--- config.mk ---
export PLATFORM = sky130hd
export DESIGN_NAME = dff_bank_arbiter
export DESIGN_NICKNAME = d
export VERILOG_FILES = /design/src/rtl/dff_bank_arbiter_pkg.sv /design/src/rtl/dff_bank_arbiter_rr_pick.sv /design/src/rtl/dff_bank_arbiter.sv
export SDC_FILE = /design/constraint.sdc
export NUM_CORES = 1
export LEC_CHECK = 0
export CAP_MARGIN = 20
export CORE_ASPECT_RATIO = 1.25
export CORE_MARGIN = 2
export CORE_UTILIZATION = 40
export CTS_CLUSTER_SIZE = 16
export DETAILED_ROUTE_END_ITERATION = 16
export PLACE_DENSITY = 0.76
export SLEW_MARGIN = 20
export SYNTH_ARGS = -nofsm -noshare
export SYNTH_HDL_FRONTEND = slang
export SYNTH_HIERARCHICAL = 1
export SYNTH_SLANG_ARGS = --single-unit
export TNS_END_PERCENT = 10
--- constraint.sdc ---
create_clock -name clk -period 9.12 [get_ports clk]
set_input_delay 2.28 -clock clk [delete_from_list [all_inputs] [get_ports clk]]
set_output_delay 2.28 -clock clk [all_outputs]
set_load 0.01 [all_outputs]
--- src/rtl/dff_bank_arbiter_pkg.sv ---
// Shared types and default sizing for the register-bank arbiter.
package dff_bank_arbiter_pkg;

  localparam int unsigned NREQ_DEF  = 4;
  localparam int unsigned WIDTH_DEF = 8;

  typedef enum logic [1:0] {
    IDLE  = 2'd0,
    WRITE = 2'd1,
    ACK   = 2'd2
  } state_t;

endpackage

--- src/rtl/dff_bank_arbiter_rr_pick.sv ---
// Round-robin selector: first asserted req at or after ptr, wrapping NREQ-1 -> 0.
module rr_pick #(
  parameter int unsigned NREQ = 4,
  parameter int unsigned IW   = $clog2(NREQ)
) (
  input  logic [NREQ-1:0] req,
  input  logic [IW-1:0]   ptr,
  output logic [NREQ-1:0] win_oh,
  output logic [IW-1:0]   win_idx
);

  logic [IW:0] pos;
  logic        found;

  always_comb begin
    win_oh  = '0;
    win_idx = '0;
    found   = 1'b0;
    pos     = '0;
    for (int unsigned i = 0; i < NREQ; i++) begin
      pos = {1'b0, ptr} + (IW+1)'(i);
      if (pos >= (IW+1)'(NREQ)) pos = pos - (IW+1)'(NREQ);
      if (!found && req[IW'(pos)]) begin
        found               = 1'b1;
        win_idx             = IW'(pos);
        win_oh[IW'(pos)]    = 1'b1;
      end
    end
  end

endmodule

--- src/rtl/dff_bank_arbiter.sv ---
// Arbitrates NREQ requesters onto one external WIDTH-bit register bank:
// IDLE -> WRITE (one cycle, reg_en) -> ACK (one cycle, ack pulse) -> IDLE.
module dff_bank_arbiter
  import dff_bank_arbiter_pkg::*;
#(
  parameter int unsigned NREQ  = NREQ_DEF,
  parameter int unsigned WIDTH = WIDTH_DEF
) (
  input  logic                       clk,
  input  logic                       rst,
  input  logic [NREQ-1:0]            req,
  input  logic [NREQ-1:0][WIDTH-1:0] wdata,
  output logic [NREQ-1:0]            gnt,
  output logic [NREQ-1:0]            ack,
  output logic                       reg_en,
  output logic [WIDTH-1:0]           reg_d,
  output logic [$clog2(NREQ)-1:0]    owner,
  output logic                       busy
);

  localparam int unsigned IW = $clog2(NREQ);

  state_t          state;
  logic [IW-1:0]   ptr;
  logic [IW-1:0]   win;
  logic [NREQ-1:0] pick_oh;
  logic [IW-1:0]   pick_idx;

  rr_pick #(
    .NREQ (NREQ),
    .IW   (IW)
  ) u_rr_pick (
    .req     (req),
    .ptr     (ptr),
    .win_oh  (pick_oh),
    .win_idx (pick_idx)
  );

  // Data is captured at grant so a winner may drop req early without corrupting the write.
  always_ff @(posedge clk or negedge rst) begin
    if (!rst) begin
      state  <= IDLE;
      ptr    <= '0;
      win    <= '0;
      owner  <= '0;
      reg_d  <= '0;
      gnt    <= '0;
      ack    <= '0;
      reg_en <= 1'b0;
      busy   <= 1'b0;
    end else begin
      case (state)
        IDLE: begin
          if (|req) begin
            gnt    <= pick_oh;
            win    <= pick_idx;
            reg_d  <= wdata[pick_idx];
            reg_en <= 1'b1;
            busy   <= 1'b1;
            state  <= WRITE;
          end
        end
        WRITE: begin
          gnt    <= '0;
          reg_en <= 1'b0;
          ack    <= gnt;
          owner  <= win;
          ptr    <= (win == IW'(NREQ - 1)) ? '0 : win + IW'(1);
          state  <= ACK;
        end
        ACK: begin
          ack   <= '0;
          busy  <= 1'b0;
          state <= IDLE;
        end
        default: begin
          gnt    <= '0;
          ack    <= '0;
          reg_en <= 1'b0;
          busy   <= 1'b0;
          state  <= IDLE;
        end
      endcase
    end
  end

endmodule

==> results of run 1 <==
==> metrics by stage <==
step,setup slack [ns],cells
after floorplan,4.77,151
after global placement,3.77,253
after detailed placement,3.69,253
after CTS,3.98,257
after global routing,3.72,257
final,3.97,257
==> worst max path at each step <==
| stage | slack, ns | endpoint | from | depth (start not counted) |
|---|---|---|---|---|
| floorplan | 4.77 | reg_d[1]$_DFFE_PN0P_ | req[1] | 8 |
| global placement | 3.77 | reg_d[3]$_DFFE_PN0P_ | req[0] | 7 |
| detailed placement | 3.69 | reg_d[7]$_DFFE_PN0P_ | req[1] | 7 |
| CTS | 3.98 | reg_d[7]$_DFFE_PN0P_ | req[1] | 7 |
| global route | 3.72 | reg_d[2]$_DFFE_PN0P_ | req[1] | 7 |
| finish | 3.97 | reg_d[7]$_DFFE_PN0P_ | req[1] | 7 |
==> power by group through the flow <==
| stage | sequential (uW) | clock [uW] | combinational, uW |
|---|---|---|---|
| after floorplan | 221 | 0 | 370 |
| after global placement | 232 | 0 | 482 |
| after detailed placement | 234 | 0 | 495 |
| after CTS | 232 | 75.1 | 496 |
| after global routing | 243 | 82.7 | 534 |
| final | 232 | 73.9 | 497 |
==> layer usage <==
layer  up-vias  GRT usage, %  share of wire (%)
met5         -             0                  0
met4         0          6.89                3.3
met3        10          2.03                1.9
met2        27          29.7                 55
met1       678          21.0                 39
li1        655             -                  -
==> sequential cells by signal, summed over array words and instances, names as in the netlist <==
name	flops
ack	4
busy	1
gnt	4
owner	2
ptr	2
reg_d	8
reg_en	1
state	2
win	2
==> kinds of logic (layout without fill, tap and decap cells) <==
kind of cell    Yosys count  in the layout
buf+inv                  19             69
simple gates             38             38
fa+ha+maj                 6              6
mux                      30             30
compound gates           32             32
flops                    26             26
==> cell usage after synthesis, drive strengths merged <==
library cell,n
nor3b,2
nor3,1
o31a,1
buf,8
nor4,1
a221o,4
a21oi,6
a31oi,2
a22o,1
dfrtp,26
nand2,11
o21bai,1
inv,7
o31ai,2
or2,2
clkbuf,4
o21ai,13
a211oi,1
nand2b,3
nor2,8
mux2i,6
a32o,1
nand3,4
or4,1
mux4,11
and3b,2
ha,6
or3,2
mux2,13
nor2b,1
==> critical path, cell delays in order <==
cell	delay [ns]
clkdlybuf4s50_1	0.70
nor3b_1	0.22
o21ai_0	0.10
o31ai_1	0.48
o31a_1	0.64
mux4_2	0.60
mux2_4	0.28
==> final cells by class <==
cell class | instances | area [um^2] | area share, %
Multi-Input combinational cell | 106 | 990 | 41.8
Clock buffer | 4 | 55.1 | 2.32
Inverter | 7 | 26.3 | 1.11
Sequential cell | 26 | 651 | 27.5
Timing Repair Buffer | 58 | 578 | 24.4
Tap cell | 56 | 70.1 | 2.96
==> placed cells by master, fill, tap and decap left out, drive strengths merged, types with 2 or more instances in the layout <==
cell	Yosys	layout
nand3	4	4
o21ai	13	13
nor3b	2	2
clkdlybuf4s50	0	57
a31oi	2	2
or2	2	2
mux2	13	13
ha	6	6
inv	7	7
nor2	8	8
clkbuf	4	4
nand2b	3	3
o31ai	2	2
mux4	11	11
a221o	4	4
mux2i	6	6
or3	2	2
nand2	11	11
a21oi	6	6
and3b	2	2
dfrtp	26	26
==> summary.md, run 1 <==
| Metric | Value |
|---|---|
| Peak supply drop | `158 uV` |
| Setup Skew | `0.00626 ns` |
| Diode count | `0` |
| Final Hold Viols | `0` |
| Max transition margin | `55.0%` |
| Sw power | `301 uW` |
| Tot GR Track Use | `17.0%` |
| Initial cell density of the core | `42.2%` |
| Peak Freq | `194 MHz` |
| Tightest Pin Transition | `0.673 ns` |
| Die Ht | `77.8 um` |
| Largest family of logic cells by synthesized area | `multiplexers` |
| Final Util | `57.4%` |
| Status | `completed` |
| Critical Path RT | `9.28 ns` |
| Drt drc | `0` |
| Critical path class | `in2reg` |
| CTS max path bufs | `2` |
| Cts bufs inserted | `3` |
| Overall power | `802 uW` |
| Comb power frac | `61.9%` |
| Nets@finish | `246` |
| Num rows | `26` |
| Seq cells post-synth | `26` |
| R2r startpoint | `ptr[0]$_DFFE_PN0N_` |
| CTS tree | `yes` |
| DIE WIDTH | `63.0 um` |
| Post-DP Area | `0.00231 mm^2` |
| Core area | `0.00413 mm^2` |
| Hold Path Cell Cnt | `1` |
| Post-synthesis area per instance | `11.5 um^2` |
| Reg-to-reg slack, setup | `5.51 ns` |
| Hold Path Class | `reg2reg` |
| Total die area | `0.00490 mm^2` |
| Synth cell types | `38` |
| Synth warn | `6` |
| First-pass GRT wire length | `6570 um` |
| Internal Power | `501 uW` |
| Sw Share | `37.5%` |
| Gpl congestion | `0.917` |
| Sequential power share | `28.9%` |
| CP Data Arrival Time | `5.31 ns` |
| Clock transition at path regs | `0.09 ns` |
| Clock share of power | `9.2%` |
| DR vias/cell | `5.33` |
| Final Max Tran Viols | `0` |
| Max-Cap Viols | `0` |
| Design Area, Final | `0.00237 mm^2` |
| RSZ-0062 raised after global routing | `no` |
| Vias in the first global route | `1,293` |
| Number of port buffers | `57` |
| Post-synthesis cell area | `0.00174 mm^2` |
| Reg-to-Reg End | `reg_d[7]$_DFFE_PN0P_` |
| Worst-path maximum fanout | `13` |
| Largest net degree at the start of global routing | `27` |
| Grt ovf | `0` |
| Static leakage | `0.000984 uW` |
| Final ANT Viol Nets | `0` |
| Setup TNS | `0 ns` |
| Synth area leaders | `dfrtp_1, mux4_2, mux2_4, ha_1, o21ai_0` |
| DR vias | `1,370` |
| Synth Area in Adders | `4.31%` |
| Synth Area in XOR/XNOR | `0%` |
| Mux contribution to synthesized area | `27.8%` |
| Finish-stage setup viols | `0` |
| Startpoint Class | `input port` |
| Hold Slack | `0.516 ns` |
| DRT Pass-1 Iters | `6` |
| WL final | `4140 um` |
| IO Count | `58` |
| Detailed Place HPWL | `3130 um` |
| Initial DRC Count | `34` |
| Final Critical Period | `5.15 ns` |
| Synthesis-to-finish area growth | `36.1%` |
| Yosys top cell area share | `37.4%` |
| R2R cell count | `7` |
| Synth Area in Simple Gates | `12.3%` |
| Root buffer cell | `clkbuf_8` |
| Biggest area consumer among synthesized cells | `dfrtp_1` |
| H-Tree Depth | `1` |
| Syn_nets | `195` |
| CP Capture Type | `register` |
| # fillers | `361` |
| Cts hold-fix bufs | `0` |
| CTS resizes | `0` |
| PD cells | `339 mW/mm^2` |
| Sequential share of the synthesized area | `37.4%` |
| Post-Synthesis Cells | `151` |
| Final Cycle Share | `56.4%` |
| Initial antenna violation count | `0` |
| Layout cells sized above 1 | `19.4%` |
| CTS sink count | `26` |
| Hold_sp | `reg_d[2]$_DFFE_PN0P_` |
| Hold EP | `reg_d[2]$_DFFE_PN0P_` |
| Area fraction in compound gates after synthesis | `12.1%` |
| Worst-Skew Late Latency | `0.27 ns` |
| Postcts setup bufs | `0` |
| Wire per inst | `16.1 um` |
Power figures use the tool's default switching activity.
==> inputs of run 2 (changes only) <==
Clock period 9.12 ns to 5.2 ns, I/O delays scaled along.
==> run 2 against run 1 <==
Net effect: clock power is 83% higher; sequential cell count unchanged; worst hold slack got worse by 0.0044 ns; via count fell by 0.88%; worst setup slack got worse by 2.9 ns; utilization hardly changed; global-route usage fell by 0.61 points; sequential share of layout area is essentially flat; final area is essentially flat; non-clock buffer count grew 1; routed wire length fell by 2.5%; critical path depth did not move; critical endpoint is now reg_d[4]$_DFFE_PN0P_; highest routed layer unchanged.
==> summary.md, run 2 (same netlist as run 1, synthesis figures left out) <==
| Metric | Value |
|---|---|
| Final ANT Viol Nets | `0` |
| IO Count | `58` |
| Die Ht | `77.8 um` |
| DIE WIDTH | `63.0 um` |
| Root buffer cell | `clkbuf_8` |
| Initial cell density of the core | `42.2%` |
| Most common cell after layout, fill and taps aside | `clkdlybuf4s50_1` |
| Postcts setup bufs | `0` |
| Finish-stage setup viols | `0` |
| CP Data Arrival Time | `4.28 ns` |
| Hold Path Class | `reg2reg` |
| Peak Freq | `243 MHz` |
| Setup TNS | `0 ns` |
| DR WL met2 | `2240 um` |
| Synthesis-to-finish area growth | `36.1%` |
| Largest net degree at the start of global routing | `27` |
| First-pass GRT wire length | `6190 um` |
| Grt ovf | `0` |
| Max-Cap Viols | `0` |
| R2R cell count | `7` |
| Detailed Place HPWL | `3110 um` |
| Clock transition at path regs | `0.09 ns` |
| CTS tree | `yes` |
| Diode count | `0` |
| Startpoint Class | `input port` |
| RSZ-0062 raised after global routing | `no` |
| Num rows | `26` |
| Vias in the first global route | `1,318` |
| Nets@finish | `247` |
| Tot GR Track Use | `16.3%` |
| Max transition margin | `57.0%` |
| H-Tree Depth | `1` |
| Cts hold-fix bufs | `0` |
| Static leakage | `0.000989 uW` |
| Drt drc | `0` |
| Worst-Skew Late Latency | `0.28 ns` |
| Biggest registers after layout | `reg_d (8), ack (4), gnt (4)` |
| DR vias | `1,358` |
| PD cells | `592 mW/mm^2` |
| CP Capture Type | `register` |
| DRT Pass-1 Iters | `4` |
| Tightest Pin Transition | `0.644 ns` |
| DR vias/cell | `5.26` |
| Initial DRC Count | `61` |
| DR top layer | `met4` |
| Setup Skew | `0.00393 ns` |
| CTS resizes | `0` |
| Final Cycle Share | `79.0%` |
| Worst-path maximum fanout | `13` |
| Wire per inst | `15.6 um` |
| Critical path class | `in2reg` |
| Most flops, register | `reg_d` |
| Layout cells sized above 1 | `19.3%` |
| Initial antenna violation count | `0` |
| Peak supply drop | `281 uV` |
| CTS sink count | `26` |
| Met3 wire length | `95 um` |
| Gpl congestion | `0.927` |
| Max reg flops | `8` |
| Number of port buffers | `57` |
| Critical Path RT | `5.37 ns` |
| Core area | `0.00413 mm^2` |
| WL final | `4030 um` |
| Final Critical Period | `4.11 ns` |
| Final Hold Viols | `0` |
| CTS max path bufs | `2` |
| Most frequent cells in the layout | `clkdlybuf4s50_1, dfrtp_1, o21ai_0` |
| M1 WL | `1530 um` |
| Cts bufs inserted | `3` |
| Status | `completed` |
| Hold Slack | `0.512 ns` |
| Overall power | `1400 uW` |
| Final Util | `57.4%` |
| Final Max Tran Viols | `0` |
| Hold Path Cell Cnt | `1` |
| Total die area | `0.00490 mm^2` |
run 2: changes by cell type in the layout (fill, tap and decap cells not counted):
cell     delta
a31oi_1     +1
a31oi_2     -1
buf_4       +1
run 2: worst paths after layout:
check,from,endpoint,slack [ns]
setup / recovery,req[1],reg_d[4]$_DFFE_PN0P_,1.09
hold / removal,reg_d[0]$_DFFE_PN0P_,reg_d[0]$_DFFE_PN0P_,0.51
setup reg to reg,ptr[0]$_DFFE_PN0N_,reg_d[4]$_DFFE_PN0P_,1.58
hold reg to reg,reg_d[0]$_DFFE_PN0P_,reg_d[0]$_DFFE_PN0P_,0.51
max in group asynchronous,rst,ptr[1]$_DFFE_PN0N_,3.58
min in group asynchronous,rst,reg_d[6]$_DFFE_PN0P_,1.37
run 2: power breakdown:
group | switching (uW) | internal, uW | total (uW)
logic | 344 | 519 | 863
registers | 107 | 298 | 405
clock network | 67.3 | 67.9 | 135
total | 519 | 885 | 1400
run 2: layer usage:
metal	global-route usage, %	vias to the layer above
met3	2.03	13
met2	29.5	32
met5	0	-
met1	18.2	654
li1	-	659
met4	9.56	0
run 2: cell type report:
class                           instances  area [um^2]
Tap cell                               56         70.1
Clock buffer                            4         55.1
Inverter                                7         26.3
Timing Repair Buffer                   59          586
Fill cell                             350         1760
Multi-Input combinational cell        106          983
Sequential cell                        26          651
run 2: per-stage QoR:
step                      setup slack (ns)  cell area (um^2)  instances
after floorplan                       1.83              1740        151
after global placement               0.847              2320        254
after detailed placement             0.764              2320        254
after CTS                             1.06              2370        258
after global routing                 0.825              2370        258
final                                 1.09              2370        258
run 2: critical path, stage by stage:
cell and delay [ns]:
clkdlybuf4s50_1 0.68, nor3b_1 0.22, o21ai_0 0.10, o31ai_1 0.48, o31a_1 0.63, mux4_2 0.59
mux2_4 0.28
